==> src/rtl/arb_pkg.sv <==
// Shared types and defaults for the round-robin grant controller.
package arb_pkg;

    localparam int N_DEF        = 8;
    localparam int IDXW_DEF     = $clog2(N_DEF);
    localparam int MAX_HOLD_DEF = 16;

    typedef enum logic [1:0] {IDLE, OWN, REL} arb_state_t;

    function automatic logic [IDXW_DEF-1:0] onehot_to_idx(input logic [N_DEF-1:0] v);
        onehot_to_idx = '0;
        for (int i = 0; i < N_DEF; i++) begin
            if (v[i]) onehot_to_idx = IDXW_DEF'(i);
        end
    endfunction

endpackage

==> src/rtl/prio_enc_n.sv <==
// Combinational first-one encoder: the lowest set bit of req wins.
module prio_enc_n #(
    parameter int N    = 8,
    parameter int IDXW = $clog2(N)
) (
    input  logic [N-1:0]    req,
    output logic [IDXW-1:0] idx,
    output logic            any
);

    // Walk from the top down so the lowest set index is the last write.
    always_comb begin
        idx = '0;
        any = 1'b0;
        for (int i = N - 1; i >= 0; i--) begin
            if (req[i]) begin
                idx = IDXW'(i);
                any = 1'b1;
            end
        end
    end

endmodule

==> src/rtl/rr_grant_ctrl.sv <==
// Round-robin arbiter with grant hold, one-cycle release turnaround and a
// hold-timeout watchdog; gnt_idx drives the resource mux select.
module rr_grant_ctrl
    import arb_pkg::*;
#(
    parameter int N        = N_DEF,
    parameter int IDXW     = $clog2(N),
    parameter int MAX_HOLD = MAX_HOLD_DEF
) (
    input  logic            clk,
    input  logic            rst,
    input  logic [N-1:0]    req,
    input  logic            done,
    output logic [N-1:0]    gnt,
    output logic [IDXW-1:0] gnt_idx,
    output logic            gnt_valid,
    output logic            timeout
);

    localparam int HCW = $clog2(MAX_HOLD + 1);

    arb_state_t      state;
    logic [IDXW-1:0] ptr;
    logic [IDXW-1:0] owner;
    logic [HCW-1:0]  hold_cnt;

    logic [2*N-1:0]  req_dbl;
    logic [N-1:0]    req_rot;
    logic [IDXW-1:0] enc_idx;
    logic            enc_any;
    logic [IDXW-1:0] win_idx;
    logic            expire;
    logic            release_now;

    // Rotate so that index ptr lands at bit 0, then map the winner back.
    assign req_dbl = {req, req} >> ptr;
    assign req_rot = req_dbl[N-1:0];
    assign win_idx = enc_idx + ptr;

    prio_enc_n #(
        .N    (N),
        .IDXW (IDXW)
    ) u_prio_enc (
        .req (req_rot),
        .idx (enc_idx),
        .any (enc_any)
    );

    assign expire      = (hold_cnt == HCW'(MAX_HOLD - 1));
    assign release_now = done || !req[owner] || expire;

    always_ff @(posedge clk or posedge rst) begin
        if (rst) begin
            state     <= IDLE;
            ptr       <= '0;
            owner     <= '0;
            hold_cnt  <= '0;
            gnt       <= '0;
            gnt_idx   <= '0;
            gnt_valid <= 1'b0;
            timeout   <= 1'b0;
        end else begin
            timeout <= 1'b0;
            case (state)
                IDLE: begin
                    hold_cnt <= '0;
                    if (enc_any) begin
                        state     <= OWN;
                        owner     <= win_idx;
                        gnt       <= N'(1) << win_idx;
                        gnt_idx   <= win_idx;
                        gnt_valid <= 1'b1;
                    end
                end
                OWN: begin
                    if (release_now) begin
                        state     <= REL;
                        gnt       <= '0;
                        gnt_idx   <= '0;
                        gnt_valid <= 1'b0;
                        // A completion landing on the expiry cycle wins over the watchdog.
                        timeout   <= expire && !done;
                    end else begin
                        hold_cnt <= hold_cnt + HCW'(1);
                    end
                end
                REL: begin
                    state    <= IDLE;
                    ptr      <= owner + IDXW'(1);
                    hold_cnt <= '0;
                end
                default: state <= IDLE;
            endcase
        end
    end

endmodule
==> config.mk <==
export PLATFORM = sky130hd
export DESIGN_NAME = rr_grant_ctrl
export DESIGN_NICKNAME = d
export VERILOG_FILES = /design/src/rtl/arb_pkg.sv /design/src/rtl/prio_enc_n.sv /design/src/rtl/rr_grant_ctrl.sv
export SDC_FILE = /design/constraint.sdc
export NUM_CORES = 1
export LEC_CHECK = 0
export ABC_AREA = 1
export BUFFER_PORTS_ARGS = -buffer_cell sky130_fd_sc_hd__buf_2
export CORE_ASPECT_RATIO = 1.25
export CORE_MARGIN = 2
export CORE_UTILIZATION = 50
export CTS_CLUSTER_DIAMETER = 80
export DETAILED_ROUTE_END_ITERATION = 12
export GPL_TIMING_DRIVEN = 0
export PLACE_DENSITY = 0.7
export RECOVER_POWER = 100
export SLEW_MARGIN = 20
export SYNTH_ARGS = -nofsm -noshare
export SYNTH_HDL_FRONTEND = slang
export SYNTH_SLANG_ARGS = --single-unit
==> constraint.sdc <==
create_clock -name clk -period 5.1 [get_ports clk]
set_input_delay 0.51 -clock clk [delete_from_list [all_inputs] [get_ports clk]]
set_output_delay 0.51 -clock clk [all_outputs]
set_load 0.05 [all_outputs]
==> results.json <==
{
  "dp_hpwl_um": 3196,
  "vias_per_cell": 5.249,
  "max_freq_mhz": 288.1,
  "crit_type": "register to register",
  "chipWidth_um": 59.60,
  "core-area_um2": 3754,
  "post-route-min-period_ns": 3.471,
  "initial_core_util_pct": 51.47,
  "pin_count_of_the_biggest_net_entering_global_routing": 27,
  "totalNegativeSetupSlack_ns": 0,
  "p_per_area_nw_per_um2": 750.8,
  "max_cap_viol_count": 0,
  "cts.hold.buffers_added": 0,
  "final_min_period_over_clock_period_pct": 68.06,
  "clock_sink_count": 26,
  "dieHeight_um": 73.50,
  "tritoncts": "done",
  "synth.avg_cell_area_um2": 7.373,
  "critical_path.startpoint": "ptr[1]",
  "yosysWarnings": 0,
  "hold_depth": 2,
  "post_synth_edffs": 0,
  "final_nets": 306,
  "max-slew-margin-rel_pct": 35.71,
  "grt_usage_pct": 21.65,
  "clockBufferDepth": 2,
  "worst_setup_hold_path_clk_slew_ns": 0.09,
  "crit_required_ns": 5.27,
  "detail-route-antenna-nets": 0,
  "clock-root-buffer": "sky130_fd_sc_hd__clkbuf_8",
  "final_cell_count_no_fill": 329,
  "hold_path_class": "primary input to register",
  "ir_drop_mv": 0.4016,
  "grt_pass1_wl_um": 7314,
  "post-route-drc-count": 0,
  "critical_path_fanouts_max": 10,
  "register_area_share_after_synthesis_pct": 33.68,
  "cts_buffers": 3,
  "pins_over_slew_limit": 0,
  "overflow": 0,
  "netlist_instances": 262,
  "area_delta_synth_final_pct": 8.938,
  "worst_r2r_startpoint": "ptr[1]",
  "cts.htree.levels": 1,
  "final_layout_size_suffix_gt1_share_pct": 20.76,
  "via_count_of_the_first_global_routing_pass": 1683,
  "place.gp.congestion": 0.9425,
  "post_detailed_routing_wire_length_um": 4027,
  "dr.pass1.iters": 4,
  "num_rows": 25,
  "synthesized_netlist_net_count": 278,
  "initial_drt_markers": 129,
  "routedWlPerCell_um": 12.24,
  "synth_seq_cells": 26,
  "floorplan.die_area_um2": 4380,
  "grt_antenna_before_repair": 0,
  "status": "finished, final reports clean",
  "worst_setup_path_end_kind": "register",
  "worst_clock_skew_ns": 0.005224,
  "mappedNetlistArea_um2": 1932,
  "finalHoldViolations": 0,
  "cts.repair.resized": 0,
  "ff2ff_path_depth": 17,
  "leakage_nw": 1.101,
  "worstHoldEndpoint": "timeout",
  "synth_cell_type_count": 31,
  "start_kind": "register",
  "synth_async_sr_flop_share_pct": 100.0,
  "r2r_end": "gnt[1]",
  "timing_worst_slew_pin_value_ns": 0.9633,
  "detailroute.via_count": 1727,
  "synth-main-ff-cell": "sky130_fd_sc_hd__dfrtp_1",
  "filler_cell_count": 390,
  "worst-endpoint-arrival_ns": 3.65,
  "rsz0062_at_grt": "false",
  "setup_violating_endpoint_count_in_the_final_report": 0,
  "clkLatencyLatePin_ns": 0.28,
  "cts_post_setup_buffers_inserted": 0,
  "r2r_slack_ns": 1.63,
  "post-place-cells": 325,
  "min_from": "done",
  "antennaDiodeCount": 0,
  "boundaryPins": 24,
  "portBuffers": 23
}
==> metrics by stage <==
stage                     hold slack (ns)  setup WS [ns]  area, µm²  power (mW)  utilization, %
after floorplan                    0.4678          2.511       1932       1.271               -
after global routing               0.3839          1.178       2105       1.769           56.07
after global placement             0.4601          2.170       2097       1.478           55.87
final                              0.3816          1.629       2105       1.580           56.07
after detailed placement           0.4601          2.105       2097       1.491           55.87
after CTS                          0.3804          2.167       2152       1.632           57.33
==> Yosys cell counts, types with 4 or more instances <==
library cell,count,area (µm²)
sky130_fd_sc_hd__a21oi_1,7,35.03
sky130_fd_sc_hd__dfrtp_1,26,650.6
sky130_fd_sc_hd__ha_1,4,50.05
sky130_fd_sc_hd__inv_1,18,67.56
sky130_fd_sc_hd__nand2_1,90,337.8
sky130_fd_sc_hd__nand2_2,16,100.1
sky130_fd_sc_hd__nand3_1,25,125.1
sky130_fd_sc_hd__nand3_2,16,160.2
sky130_fd_sc_hd__nor2_1,17,63.81
sky130_fd_sc_hd__o21ai_0,10,50.05
sky130_fd_sc_hd__o21ai_1,4,20.02
==> critical path, stage by stage (launching register included) <==
cell	delay, ns
sky130_fd_sc_hd__dfrtp_1	0.34
sky130_fd_sc_hd__buf_6	0.15
sky130_fd_sc_hd__clkinvlp_2	0.47
sky130_fd_sc_hd__nand3_1	0.36
sky130_fd_sc_hd__nand3_1	0.11
sky130_fd_sc_hd__nand2_1	0.10
sky130_fd_sc_hd__a21oi_1	0.08
sky130_fd_sc_hd__o21ai_0	0.15
sky130_fd_sc_hd__nand2_1	0.07
sky130_fd_sc_hd__a21oi_1	0.15
sky130_fd_sc_hd__ha_1	0.16
sky130_fd_sc_hd__inv_1	0.04
sky130_fd_sc_hd__fa_1	0.36
sky130_fd_sc_hd__xor2_1	0.27
sky130_fd_sc_hd__nand3b_1	0.22
sky130_fd_sc_hd__nand2_1	0.16
sky130_fd_sc_hd__nand3_1	0.12
sky130_fd_sc_hd__nand2_1	0.05
==> worst max path at each step <==
stage	endpoint	slack, ns	depth (start not counted)
2_1_floorplan	gnt[1]	2.51	18
3_3_place_gp	gnt[3]	2.17	18
3_5_place_dp	gnt[0]	2.10	18
4_1_cts	gnt[1]	2.17	18
5_1_grt	gnt[7]	1.18	16
6_report	gnt[1]	1.63	17
==> metal layers <==
metal | wire length (µm) | track usage, % | vias to the layer above | part of all wire [%]
met5 | 0 | 0 | - | 0
met4 | 60 | 7.160 | 0 | 1.5
met3 | 110 | 1.761 | 5 | 2.7
met2 | 2096 | 38.46 | 25 | 52
met1 | 1759 | 27.36 | 791 | 44
li1 | - | - | 906 | -
==> flip-flops by register name, indices dropped and copies added (netlist names) <==
name / cells
owner: 3
gnt_valid: 1
ptr: 3
gnt_idx: 3
hold_cnt: 5
timeout: 1
state: 2
gnt: 8
==> cell type report <==
class / count / area [µm²] / area share [%]
buffer: 6 / 51.30 / 2.438
clock buffer: 4 / 55.05 / 2.616
inverter: 21 / 87.58 / 4.162
sequential: 26 / 650.6 / 30.92
multi-input combinational: 209 / 1111 / 52.79
timing repair buffer: 23 / 98.84 / 4.697
tap: 40 / 50.05 / 2.378
==> cells in the final DEF (no fill, tap or decap), drive strengths merged, types with 2 or more instances in the layout <==
cell | netlist | routed
inv | 21 | 19
ha | 4 | 4
dfrtp | 26 | 26
a21oi | 7 | 7
o21ai | 15 | 15
clkbuf | 0 | 17
buf | 6 | 16
nor3 | 2 | 2
nand3 | 42 | 42
nor2 | 20 | 20
nand2 | 109 | 109
nand4 | 3 | 3
==> cells by family after synthesis <==
group / synth area share (%)
buffers and inverters: 7.254
adders and majority gates: 3.627
AOI/OAI and AO/OA: 6.607
and+or+nand+nor: 47.93
xor gates and xnor gates: 0.9069
DFF: 33.68
==> power breakdown <==
part           switching, mW  leakage (nW)  internal, mW
registers             0.0456         0.338         0.274
clock network         0.0645        0.0288        0.0691
logic                  0.772         0.734         0.355
Power figures use the tool's default switching activity.
